==> config.mk <==
export PLATFORM = sky130hd
export DESIGN_NAME = midi_voice_table_flat
export DESIGN_NICKNAME = d
export VERILOG_FILES = /design/src/rtl/midi_voice_table_if.sv /design/src/rtl/midi_voice_table.sv /design/src/flat_wrapper.sv
export SDC_FILE = /design/constraint.sdc
export NUM_CORES = 1
export LEC_CHECK = 0
export CORE_MARGIN = 10
export CORE_UTILIZATION = 40
export CTS_CLUSTER_DIAMETER = 40
export DETAILED_ROUTE_END_ITERATION = 6
export DONT_BUFFER_PORTS = 1
export HOLD_SLACK_MARGIN = 0.15
export SYNTH_ARGS = -nofsm -noshare
export SYNTH_HDL_FRONTEND = slang
export SYNTH_SLANG_ARGS = --single-unit
==> constraint.sdc <==
create_clock -name clk -period 20.4 [get_ports clk]
set_input_delay 2.04 -clock clk [delete_from_list [all_inputs] [get_ports clk]]
set_output_delay 2.04 -clock clk [all_outputs]
set_load 0.02 [all_outputs]
==> src/rtl/midi_voice_table_if.sv <==
`default_nettype none
// ============================================================================
//  Module      : midi_voice_table_if
//  Description : Bundles the event handshake, free-slot feedback, slot
//                status, alloc/release pulses, drop counter and slot read
//                port of midi_voice_table.
//                  slave  - view taken by midi_voice_table
//                  master - view taken by the decoder / scanner / voices side
//  Revision    : 1.0  initial release
// ============================================================================
interface midi_voice_table_if #(
    parameter int VOICES = 32,
    parameter int IDX_W  = 5,
    parameter int KEY_W  = 7
);
    // Event handshake from the MIDI event decoder
    logic              ev_valid;
    logic              ev_ready;
    logic              ev_note_on;
    logic [KEY_W-1:0]  ev_key;
    logic [KEY_W-1:0]  ev_vel;
    logic              all_off;

    // Slot status loop with next_midi_note
    logic [IDX_W-1:0]  free_slot;
    logic [VOICES-1:0] notes_playing;

    // Voice start/stop notifications
    logic              alloc_valid;
    logic [IDX_W-1:0]  alloc_slot;
    logic              release_valid;
    logic [IDX_W-1:0]  release_slot;
    logic [7:0]        drop_count;

    // Registered per-slot read port
    logic [IDX_W-1:0]  rd_slot;
    logic [KEY_W-1:0]  rd_key;
    logic [KEY_W-1:0]  rd_vel;

    modport slave (
        input  ev_valid, ev_note_on, ev_key, ev_vel, all_off, free_slot, rd_slot,
        output ev_ready, notes_playing, alloc_valid, alloc_slot,
               release_valid, release_slot, drop_count, rd_key, rd_vel
    );

    modport master (
        output ev_valid, ev_note_on, ev_key, ev_vel, all_off, free_slot, rd_slot,
        input  ev_ready, notes_playing, alloc_valid, alloc_slot,
               release_valid, release_slot, drop_count, rd_key, rd_vel
    );
endinterface
`default_nettype wire

==> src/rtl/midi_voice_table.sv <==
`default_nettype none
// ============================================================================
//  Module      : midi_voice_table
//  Description : Voice-slot table between the MIDI event decoder and
//                next_midi_note. Note-on/off events are matched against the
//                busy slots by a one-slot-per-cycle linear scan; a miss on a
//                note-on allocates the slot reported by next_midi_note.
//  Revision    : 1.0  initial release
//
//  Ports
//    clk    in  system clock, all state on rising edge
//    reset  in  asynchronous active-high reset, clears all state
//    bus    midi_voice_table_if.slave
//             ev_valid/ev_ready/ev_note_on/ev_key/ev_vel : event handshake
//             all_off         : panic, releases every slot silently
//             free_slot       : first free slot from next_midi_note
//             notes_playing   : bit i set = slot i busy
//             alloc_valid/slot, release_valid/slot : 1-cycle pulses
//             drop_count      : saturating count of dropped events
//             rd_slot -> rd_key/rd_vel : 1-cycle registered read
//
//  Build option
//    VOICE_STEAL_EN  defined   : a note-on into a full table steals slots
//                                round-robin from steal_ptr
//                    undefined : a note-on into a full table is dropped
// ============================================================================
module midi_voice_table #(
    parameter int VOICES = 32,
    parameter int IDX_W  = 5,
    parameter int KEY_W  = 7
) (
    input  logic               clk,
    input  logic               reset,
    midi_voice_table_if.slave  bus
);

    localparam logic [IDX_W-1:0] c_LAST_SLOT = IDX_W'(VOICES - 1);
    localparam logic [5:0]       c_WAIT_LAST = 6'd63;   // 64th wait cycle
    localparam logic [7:0]       c_DROP_MAX  = 8'hFF;

    typedef enum logic [1:0] {
        S_IDLE   = 2'd0,
        S_SEARCH = 2'd1,
        S_ALLOC  = 2'd2
    } state_t;

    state_t            r_state;
    state_t            w_state_nxt;

    // Captured event
    logic              r_ev_on;
    logic [KEY_W-1:0]  r_ev_key;
    logic [KEY_W-1:0]  r_ev_vel;

    logic [IDX_W-1:0]  r_scan;
    logic [5:0]        r_wait;

    logic [VOICES-1:0] r_notes;
    logic [KEY_W-1:0]  r_key_tab [VOICES];
    logic [KEY_W-1:0]  r_vel_tab [VOICES];

    logic              r_alloc_valid;
    logic [IDX_W-1:0]  r_alloc_slot;
    logic              r_release_valid;
    logic [IDX_W-1:0]  r_release_slot;
    logic [7:0]        r_drop_cnt;
    logic [KEY_W-1:0]  r_rd_key;
    logic [KEY_W-1:0]  r_rd_vel;

    // Decision strobes produced by the next-state logic
    logic              w_accept;
    logic              w_do_release;
    logic              w_do_retrig;
    logic              w_do_alloc;
    logic              w_do_steal;
    logic              w_do_drop;

    logic              w_match;
    logic              w_full;
    logic              w_free_busy;
    logic [IDX_W-1:0]  w_steal_idx;
    logic              w_wr_en;
    logic [IDX_W-1:0]  w_wr_idx;

    assign w_match     = r_notes[r_scan] && (r_key_tab[r_scan] == r_ev_key);
    assign w_full      = &r_notes;
    // next_midi_note lags one cycle behind notes_playing; a busy bit here
    // means its answer is stale, not that the table is full.
    assign w_free_busy = r_notes[bus.free_slot];

    // ------------------------------------------------------------------
    // Round-robin steal pointer (only present with voice stealing)
    // ------------------------------------------------------------------
`ifdef VOICE_STEAL_EN
    logic [IDX_W-1:0] r_steal_ptr;

    always_ff @(posedge clk or posedge reset) begin
        if (reset) begin
            r_steal_ptr <= '0;
        end else if (w_do_steal) begin
            r_steal_ptr <= (r_steal_ptr == c_LAST_SLOT) ? '0 : r_steal_ptr + 1'b1;
        end
    end

    assign w_steal_idx = r_steal_ptr;
`else
    assign w_steal_idx = '0;
`endif

    // ------------------------------------------------------------------
    // FSM state register
    // ------------------------------------------------------------------
    always_ff @(posedge clk or posedge reset) begin
        if (reset) begin
            r_state <= S_IDLE;
        end else begin
            r_state <= w_state_nxt;
        end
    end

    // ------------------------------------------------------------------
    // FSM next state and decision strobes
    // ------------------------------------------------------------------
    always_comb begin
        w_state_nxt  = r_state;
        w_accept     = 1'b0;
        w_do_release = 1'b0;
        w_do_retrig  = 1'b0;
        w_do_alloc   = 1'b0;
        w_do_steal   = 1'b0;
        w_do_drop    = 1'b0;

        unique case (r_state)
            S_IDLE: begin
                if (bus.ev_valid) begin
                    w_accept    = 1'b1;
                    w_state_nxt = S_SEARCH;
                end
            end

            S_SEARCH: begin
                if (w_match) begin
                    // Keys are unique in the table, so the first hit ends the scan
                    if (r_ev_on) begin
                        w_do_retrig = 1'b1;
                    end else begin
                        w_do_release = 1'b1;
                    end
                    w_state_nxt = S_IDLE;
                end else if (r_scan == c_LAST_SLOT) begin
                    // A note-off for a key that is not playing is ignored
                    w_state_nxt = r_ev_on ? S_ALLOC : S_IDLE;
                end
            end

            S_ALLOC: begin
                if (w_full) begin
`ifdef VOICE_STEAL_EN
                    w_do_steal = 1'b1;
`else
                    w_do_drop  = 1'b1;
`endif
                    w_state_nxt = S_IDLE;
                end else if (!w_free_busy) begin
                    w_do_alloc  = 1'b1;
                    w_state_nxt = S_IDLE;
                end else if (r_wait == c_WAIT_LAST) begin
                    // Scanner never settled: give up on this event
                    w_do_drop   = 1'b1;
                    w_state_nxt = S_IDLE;
                end
            end

            default: begin
                w_state_nxt = S_IDLE;
            end
        endcase

        // Panic overrides everything, including an accept in the same cycle
        if (bus.all_off) begin
            w_accept     = 1'b0;
            w_do_release = 1'b0;
            w_do_retrig  = 1'b0;
            w_do_alloc   = 1'b0;
            w_do_steal   = 1'b0;
            w_do_drop    = 1'b0;
            w_state_nxt  = S_IDLE;
        end
    end

    // Single table write port shared by retrigger, allocation and steal
    assign w_wr_en  = w_do_retrig | w_do_alloc | w_do_steal;
    assign w_wr_idx = w_do_retrig ? r_scan :
                      w_do_steal  ? w_steal_idx : bus.free_slot;

    // ------------------------------------------------------------------
    // Event capture, scan index and wait counter
    // ------------------------------------------------------------------
    always_ff @(posedge clk or posedge reset) begin
        if (reset) begin
            r_ev_on  <= 1'b0;
            r_ev_key <= '0;
            r_ev_vel <= '0;
            r_scan   <= '0;
            r_wait   <= '0;
        end else begin
            if (w_accept) begin
                // Note-on with zero velocity is a note-off by MIDI convention
                r_ev_on  <= bus.ev_note_on && (bus.ev_vel != '0);
                r_ev_key <= bus.ev_key;
                r_ev_vel <= bus.ev_vel;
                r_scan   <= '0;
            end else if (r_state == S_SEARCH) begin
                r_scan   <= r_scan + 1'b1;
            end
            // Zero on entry to ALLOC, since it is only reached from SEARCH
            r_wait <= (r_state == S_ALLOC) ? r_wait + 6'd1 : '0;
        end
    end

    // ------------------------------------------------------------------
    // Slot status and key/velocity table
    // ------------------------------------------------------------------
    always_ff @(posedge clk or posedge reset) begin
        if (reset) begin
            r_notes <= '0;
            for (int i = 0; i < VOICES; i++) begin
                r_key_tab[i] <= '0;
                r_vel_tab[i] <= '0;
            end
        end else begin
            if (bus.all_off) begin
                r_notes <= '0;
            end else begin
                if (w_do_release) begin
                    r_notes[r_scan] <= 1'b0;
                end
                if (w_do_alloc) begin
                    r_notes[bus.free_slot] <= 1'b1;
                end
            end
            if (w_wr_en) begin
                r_key_tab[w_wr_idx] <= r_ev_key;
                r_vel_tab[w_wr_idx] <= r_ev_vel;
            end
        end
    end

    // ------------------------------------------------------------------
    // Notification pulses and drop counter
    // ------------------------------------------------------------------
    always_ff @(posedge clk or posedge reset) begin
        if (reset) begin
            r_alloc_valid   <= 1'b0;
            r_alloc_slot    <= '0;
            r_release_valid <= 1'b0;
            r_release_slot  <= '0;
            r_drop_cnt      <= '0;
        end else begin
            r_alloc_valid   <= w_wr_en;
            r_release_valid <= w_do_release | w_do_steal;
            if (w_wr_en) begin
                r_alloc_slot <= w_wr_idx;
            end
            if (w_do_release) begin
                r_release_slot <= r_scan;
            end else if (w_do_steal) begin
                r_release_slot <= w_steal_idx;
            end
            if (w_do_drop && (r_drop_cnt != c_DROP_MAX)) begin
                r_drop_cnt <= r_drop_cnt + 8'd1;
            end
        end
    end

    // ------------------------------------------------------------------
    // Registered read port for the synth voices
    // ------------------------------------------------------------------
    always_ff @(posedge clk or posedge reset) begin
        if (reset) begin
            r_rd_key <= '0;
            r_rd_vel <= '0;
        end else begin
            r_rd_key <= r_key_tab[bus.rd_slot];
            r_rd_vel <= r_vel_tab[bus.rd_slot];
        end
    end

    assign bus.ev_ready      = (r_state == S_IDLE);
    assign bus.notes_playing = r_notes;
    assign bus.alloc_valid   = r_alloc_valid;
    assign bus.alloc_slot    = r_alloc_slot;
    assign bus.release_valid = r_release_valid;
    assign bus.release_slot  = r_release_slot;
    assign bus.drop_count    = r_drop_cnt;
    assign bus.rd_key        = r_rd_key;
    assign bus.rd_vel        = r_rd_vel;

endmodule
`default_nettype wire
==> src/flat_wrapper.sv <==
// flat-port wrapper written by rule: the top's interface ports become plain ports
module midi_voice_table_flat 
#(
    parameter int VOICES = 32,
    parameter int IDX_W  = 5,
    parameter int KEY_W  = 7
)
  (clk, reset, bus_ev_valid, bus_ev_note_on, bus_ev_key, bus_ev_vel, bus_all_off, bus_free_slot, bus_rd_slot, bus_ev_ready, bus_notes_playing, bus_alloc_valid, bus_alloc_slot, bus_release_valid, bus_release_slot, bus_drop_count, bus_rd_key, bus_rd_vel);
  midi_voice_table_if #(.VOICES(VOICES), .IDX_W(IDX_W), .KEY_W(KEY_W)) bus_i ();
  input  logic clk;
  input  logic reset;
  input wire logic [$bits(bus_i.ev_valid)-1:0] bus_ev_valid;
  input wire logic [$bits(bus_i.ev_note_on)-1:0] bus_ev_note_on;
  input wire logic [$bits(bus_i.ev_key)-1:0] bus_ev_key;
  input wire logic [$bits(bus_i.ev_vel)-1:0] bus_ev_vel;
  input wire logic [$bits(bus_i.all_off)-1:0] bus_all_off;
  input wire logic [$bits(bus_i.free_slot)-1:0] bus_free_slot;
  input wire logic [$bits(bus_i.rd_slot)-1:0] bus_rd_slot;
  output wire logic [$bits(bus_i.ev_ready)-1:0] bus_ev_ready;
  output wire logic [$bits(bus_i.notes_playing)-1:0] bus_notes_playing;
  output wire logic [$bits(bus_i.alloc_valid)-1:0] bus_alloc_valid;
  output wire logic [$bits(bus_i.alloc_slot)-1:0] bus_alloc_slot;
  output wire logic [$bits(bus_i.release_valid)-1:0] bus_release_valid;
  output wire logic [$bits(bus_i.release_slot)-1:0] bus_release_slot;
  output wire logic [$bits(bus_i.drop_count)-1:0] bus_drop_count;
  output wire logic [$bits(bus_i.rd_key)-1:0] bus_rd_key;
  output wire logic [$bits(bus_i.rd_vel)-1:0] bus_rd_vel;
  assign bus_i.ev_valid = bus_ev_valid;
  assign bus_i.ev_note_on = bus_ev_note_on;
  assign bus_i.ev_key = bus_ev_key;
  assign bus_i.ev_vel = bus_ev_vel;
  assign bus_i.all_off = bus_all_off;
  assign bus_i.free_slot = bus_free_slot;
  assign bus_i.rd_slot = bus_rd_slot;
  assign bus_ev_ready = bus_i.ev_ready;
  assign bus_notes_playing = bus_i.notes_playing;
  assign bus_alloc_valid = bus_i.alloc_valid;
  assign bus_alloc_slot = bus_i.alloc_slot;
  assign bus_release_valid = bus_i.release_valid;
  assign bus_release_slot = bus_i.release_slot;
  assign bus_drop_count = bus_i.drop_count;
  assign bus_rd_key = bus_i.rd_key;
  assign bus_rd_vel = bus_i.rd_vel;
  midi_voice_table #(.VOICES(VOICES), .IDX_W(IDX_W), .KEY_W(KEY_W)) u_core (.clk(clk), .reset(reset), .bus(bus_i));
endmodule
After elaboration in Yosys (flattened, before gate mapping). Index checks and enable logic that the tools add are counted.

Bits in registers: 542. Output and inout bits: 67. Input bits: 29.

Bitwise operators: 7. Multiplexer cells: 58. Add/sub/neg operators: 3. Eq/ne operators: 9. Reduce and logical (&&, ||, !) cells: 11. $lt $le $gt $ge: 8.

Operator list (number): $bwmux 224 (2); $mux 32 (4); $bmux 7 s5 (3); $mux 7 (7); $demux 7 s5 (1); $and 32x32->32 (1); $not 32->32 (1); $or 32x32->32 (1); $reduce_and 32->1 (1); $mux 1 (24); $ge 6x6->1 const B (3); $not 5->6 (3); $mux 2 (8); $mux 5 (3); $lt 5x6->1 const B (2); $bmux 1 s5 (2); $demux 1 s5 (2); $ge 5x1->1 const B (2); $add 8x1->8 const B (1); $ne 8x8->1 const B (1); $eq 7x7->1 (1); $reduce_bool 7->1 (1); $add 6x1->6 const B (1); $eq 6x6->1 const B (1); other kinds (15) (20).

Longest topological paths before layout.
Depth in word-level cells: 16. Mapped depth: 16. Gate-level depth less buffers: 8.

Worst setup path before layout. OpenSTA, ideal clock, no wires.

Path kind: input port to flip-flop. Start: input bus_free_slot[0]. End: register u_core.r_key_tab[126] in the netlist's numbering. Required time: 20.275 ns. Arrival time: 5.281 ns. Cell stages on the path: 13. Slack: 14.994 ns. Setup time: 0.125 ns. Path through: buf_2 -> buf_2 -> mux4_2 -> mux4_2 -> mux2i_1 -> and2_1 -> clkbuf_1 -> and3b_1 -> clkbuf_1 -> nand2_1 -> o41ai_4 -> buf_2 -> mux2_2.

Longest elaborated chain between the ends: 7.

Ends and longest elaborated chain: from (decl) (RTL line flat_wrapper.sv:17) `input wire logic [$bits(bus_i.free_slot)-1:0] bus_free_slot;`; $bmux 1 s5 or $mux 5 (tied branches) (RTL line midi_voice_table.sv:89, midi_voice_table.sv:193); $mux 1 (not written as such) or $not 5->6 (tied branches) (RTL line midi_voice_table.sv:89, midi_voice_table.sv:243); $mux 1 (tied with other cells) (RTL line midi_voice_table.sv:164) `end else if (!w_free_busy) begin`; $mux 1 or $logic_and 1x1->1 (tied branches) (RTL line midi_voice_table.sv:157, midi_voice_table.sv:243); $mux 1 or $mux 7 (tied branches) (RTL line midi_voice_table.sv:133, midi_voice_table.sv:243); $mux 1 or $demux 7 s5 (tied branches) (RTL line midi_voice_table.sv:180, midi_voice_table.sv:243); $or 1x1->1 or $bwmux 224 (tied branches) (RTL line midi_voice_table.sv:192, midi_voice_table.sv:243); to (signal, indexed assignment) (RTL line midi_voice_table.sv:243) `r_key_tab[w_wr_idx] <= r_ev_key;`; to (decl) (RTL line midi_voice_table.sv:59) `logic [KEY_W-1:0] r_key_tab [VOICES];`.

Parallel ways exist; a longest one is shown, timed or not. The select of a mux whose other input is x is not followed. A chain may end at the register's enable or synchronous reset.

Final worst setup path.
Start: register u_core.r_scan[1]. End: register u_core.r_vel_tab[11] in the netlist's numbering.

Longest elaborated chain between the ends: 16.

Ends and longest elaborated chain: from (decl) (RTL line midi_voice_table.sv:55) `logic [IDX_W-1:0] r_scan;`; from (signal assigned) (RTL line midi_voice_table.sv:214) `r_scan <= r_scan + 1'b1;`; $not 5->6 (not written as such) (RTL line midi_voice_table.sv:85) `assign w_match = r_notes[r_scan] && (r_key_tab[r_scan] == r_ev_key);`; $bmux 7 s5 (RTL line midi_voice_table.sv:85); $mux 7 (not written as such) (2 in a row) (RTL line midi_voice_table.sv:85); $eq 7x7->1 (RTL line midi_voice_table.sv:85); $logic_and 1x1->1 (RTL line midi_voice_table.sv:85); $mux 1 (RTL line midi_voice_table.sv:142) `if (w_match) begin`; $mux 1 (RTL line midi_voice_table.sv:133) `unique case (r_state)`; $mux 1 (RTL line midi_voice_table.sv:180) `if (bus.all_off) begin`; $mux 5 (RTL line midi_voice_table.sv:193) `assign w_wr_idx = w_do_retrig ? r_scan :`; $not 5->6 (not written as such) (RTL line midi_voice_table.sv:244) `r_vel_tab[w_wr_idx] <= r_ev_vel;`; $ge 6x6->1 (not written as such) or $lt 6x1->1 (tied branches) (RTL line midi_voice_table.sv:244); $logic_and 1x1->1 (not written as such) (RTL line midi_voice_table.sv:244); $mux 7 (not written as such) (RTL line midi_voice_table.sv:244); $demux 7 s5 (RTL line midi_voice_table.sv:244); $bwmux 224 (RTL line midi_voice_table.sv:244); to (signal, indexed assignment) (RTL line midi_voice_table.sv:244); to (decl) (RTL line midi_voice_table.sv:60) `logic [KEY_W-1:0] r_vel_tab [VOICES];`.

Parallel ways exist; a longest one is shown, timed or not. The select of a mux whose other input is x is not followed.

==> summary.md <==
| Metric | Value |
|---|---|
| Cell Pwr Density | 96.8 nW/um2 |
| Largest family of logic cells by synthesized area | multiplexers |
| Yosys cell types | about 60 |
| DR WL/cell | approximately 30 um |
| Seq/Total Area, Yosys | 0.492 |
| Crit share post-route | 0.290 |
| Initial antenna violation count | 0 |
| RD Place Congestion | 0.849 |
| DRC Markers | 0 |
| Clock Skews | about 0.021 ns |
| Global Route Usage Sum | 0.212 |
| H-tree levels | 3 |
| Placed Area | 28400 um2 |
| Most frequent cells in the layout | 541 x dfrtp_1, 474 x mux2_2, 154 x mux4_2 |
| VDD IR-drop max | 0.0663 mV |
| Chip Height | 283 um |
| Unrepaired setup endpoints after global routing | false |
| Clock Latency Late Sink | 0.63 ns |
| Sw frac | 0.272 |
| Syn_nets | 1964 |
| Period minus WS final | 5.91 ns |
| CP Max Fanout | between 50 and 60 |
| Power Internal | 2.23 mW |
| Setup TNS | 0 ns |
| Simple-gate share of the synthesized area | 0.0498 |
| Top_reg_cell synth | dfrtp_1 |
| Rel. slew slack | 0.161 |
| Total CTS buffers | 92 |
| Via count | 17681 |
| Leading cell type in the layout, fill and taps excluded | dfrtp_1 |
| Hold Crit Class | reg -> reg |
| Synth async-reset ratio | 1.00 |
| Clock power share | 0.530 |
| # diodes | 0 |
| Initial DRC count | 1880 |
| Setup crit end kind | flop |
| Post-Syn Area | 27600 um2 |
| Critical path arrival | 6.40 ns |
| Synth area leaders | dfrtp_1 49%, mux2_2 19%, mux4_2 13%, mux2i_1 4.1%, clkbuf_1 1.4% |
| XOR/XNOR Fraction of Synth Area | 0.00413 |
| Layout cell share with drive strength beyond 1 | 0.447 |
| Final worst slack | 14.49 ns |
| # Max-Cap Violations | 0 |
| Global-route wire length before repair | around 130000 um |
| Synth Warn # | 0 |
| Area of the die | 79900 um2 |
| Row count | 96 |
| Post-CTS Resized | 0 |
| Critical path class | reg -> reg |
| DP Wirelength | approximately 49000 um |
| Pin count of the biggest net entering global routing | approximately 180 |
| Post-synth EDFFs | 0 |
| Leak | 14.9 nW |
| Horiz. Die Dim | 283 um |
| CP Launch Type | flop |
| Net load switching power | between 0.8 and 0.9 mW |
| Number of global-route vias before repair | 18300 |
| Largest area contributor in the synthesized netlist | dfrtp_1 |
| Slew Viols, Final | 0 |
| Final instance area | around 32000 um2 |
| Outcome | finished clean |
| Port Buf Inserts | 0 |
| Combinational share of power | 0.092 |
| # IOs | 96 |
| Core ar. | approximately 70000 um2 |
| Area delta synth->final | 15.0% |
| CTS clk-pin slew, worst paths | about 0.05 ns |
| Final net count | 1925 |
| CTS tree | built |
| Final setup fails | 0 |
| Placement Setup Slack | roughly 15 ns |
| Drt via density | 6.21 |
| Reg power frac | 0.378 |
| Slew at the pin with the worst max-slew slack | 1.26 ns |
| Initial Util | 0.403 |
| CTS Buffer Depth | 3 |
| Register bit total from synthesis | between 500 and 600 |
| Fill cells | 6035 |
| Antenna-violating nets left | 0 |
| Final wirelength | roughly 84000 um |
| GRT Residual Overflow | 0 |
| Iteration count of the initial detailed-routing pass | 6 |
| Top cell type's share of synthesized area | 0.492 |
| CP Data Required Time | 20.90 ns |
| Synth Area in Compound Gates | 0.0488 |
| Sink Count | 542 |
| Post-Synth Adder-Cell Area | 0.00317 |
| Syn Inst Count | 1928 |
| Peak Freq | 169 MHz |
| Syn avg cell area | 14.3 um2 |
| # hold bufs at CTS | 0 |
| Final Hold Violating Endpoints | 0 |
| Post-CTS setup buffers | 0 |
| Mux contribution to synthesized area | 0.370 |
| Root Driver | clkbuf_16 |
-- area by class of cell --
cell class / count / area (um2) / share of cell area
clock buffer: 110 / 2490 / 0.0785
clock inverter: 59 / 773 / 0.0244
inverter: 31 / 124 / 0.00391
multi-input combinational: 1177 / 13300 / 0.419
sequential: 542 / 13600 / 0.428
tap: 882 / 1100 / 0.0348
timing repair buffer: 45 / 363 / 0.0114
-- logic make-up after synthesis --
group | after synthesis
AOI/OAI and AO/OA | 154
buffers and inverters | 209
adders and majority gates | 7
xor gates and xnor gates | 13
DFF | 542
muxes | 765
and+or+nand+nor | 238
-- worst max-delay path: stages, from the launching register on --
cell and delay [ns]:
dfrtp_4 0.88, buf_4 0.80, mux2i_1 0.31, o22ai_1 0.12, nor4_1 0.56, a31oi_1 0.25
nor4_2 0.45, nand4_4 0.69, o41ai_4 0.92, buf_4 0.34, mux2_2 0.36
-- layer usage --
layer | up-vias | GRT usage | part of all wire
met5 | - | 0 | 0
met4 | 0 | 0.0645 | 0.025
met3 | 137 | 0.0515 | 0.074
met2 | 672 | 0.337 | 0.48
met1 | 9542 | 0.284 | 0.42
li1 | 7330 | - | -
-- power groups by stage --
stage	Sequential [mW]	Combinational [mW]	Clock (mW)
2_1_floorplan	1.12	0.247	0
3_3_place_gp	1.17	0.273	0
3_5_place_dp	1.18	0.275	0
4_1_cts	1.16	0.276	1.65
5_1_grt	1.16	0.293	1.70
6_report	1.16	0.282	1.63
-- worst paths after layout --
| check | from | endpoint | slack [ns] | cells past startpoint |
|---|---|---|---|---|
| max | u_core.r_scan[1] | u_core.r_vel_tab[11] | 14.49 | 10 |
| min | u_core.r_wait[0] | u_core.r_wait[0] | 0.47 | 1 |
| max reg2reg | u_core.r_scan[1] | u_core.r_vel_tab[11] | 14.49 | 10 |
| min reg2reg | u_core.r_wait[0] | u_core.r_wait[0] | 0.47 | 1 |
| max in group asynchronous | reset | u_core.r_vel_tab[147] | 17.40 | 2 |
| min in group asynchronous | reset | u_core.r_vel_tab[47] | 1.47 | 1 |
-- cells in the mapped netlist, types with 9 or more instances --
cell type,count
nand4_1,14
and3_1,39
mux2_2,474
nand2_1,46
inv_1,31
mux4_2,154
mux2_1,23
a221oi_1,23
nor2_1,30
o22ai_1,59
buf_1,13
nand3_1,33
mux2i_1,114
a21oi_1,10
buf_2,46
nor4_1,10
o41a_1,9
clkbuf_1,105
dfrtp_1,542
buf_4,13
-- sequential cells by signal, summed over array words and instances, names as in the netlist --
register,flops
u_core.r_ev_on,1
u_core.bus.notes_playing,32
u_core.r_ev_key,7
u_core.r_scan,5
u_core.bus.alloc_valid,1
u_core.bus.release_slot,5
u_core.r_key_tab,224
u_core.r_ev_vel,7
u_core.bus.alloc_slot,5
u_core.bus.release_valid,1
u_core.bus.drop_count,8
u_core.bus.rd_vel,7
u_core.bus.rd_key,7
u_core.r_vel_tab,224
u_core.r_wait,6
u_core.r_state,2
-- stage by stage --
step / std cells / hold WS (ns) / util / power, mW
3_5_place_dp: 2677 / 0.472 / 0.416 / 1.45
5_1_grt: 2846 / 0.489 / 0.463 / 3.16
6_report: 2846 / 0.471 / 0.463 / 3.07
3_3_place_gp: 2677 / 0.444 / 0.416 / 1.45
4_1_cts: 2846 / 0.478 / 0.463 / 3.08
2_1_floorplan: 1928 / 0.433 / - / 1.37
Note: power is estimated with default switching activity, not from simulation.
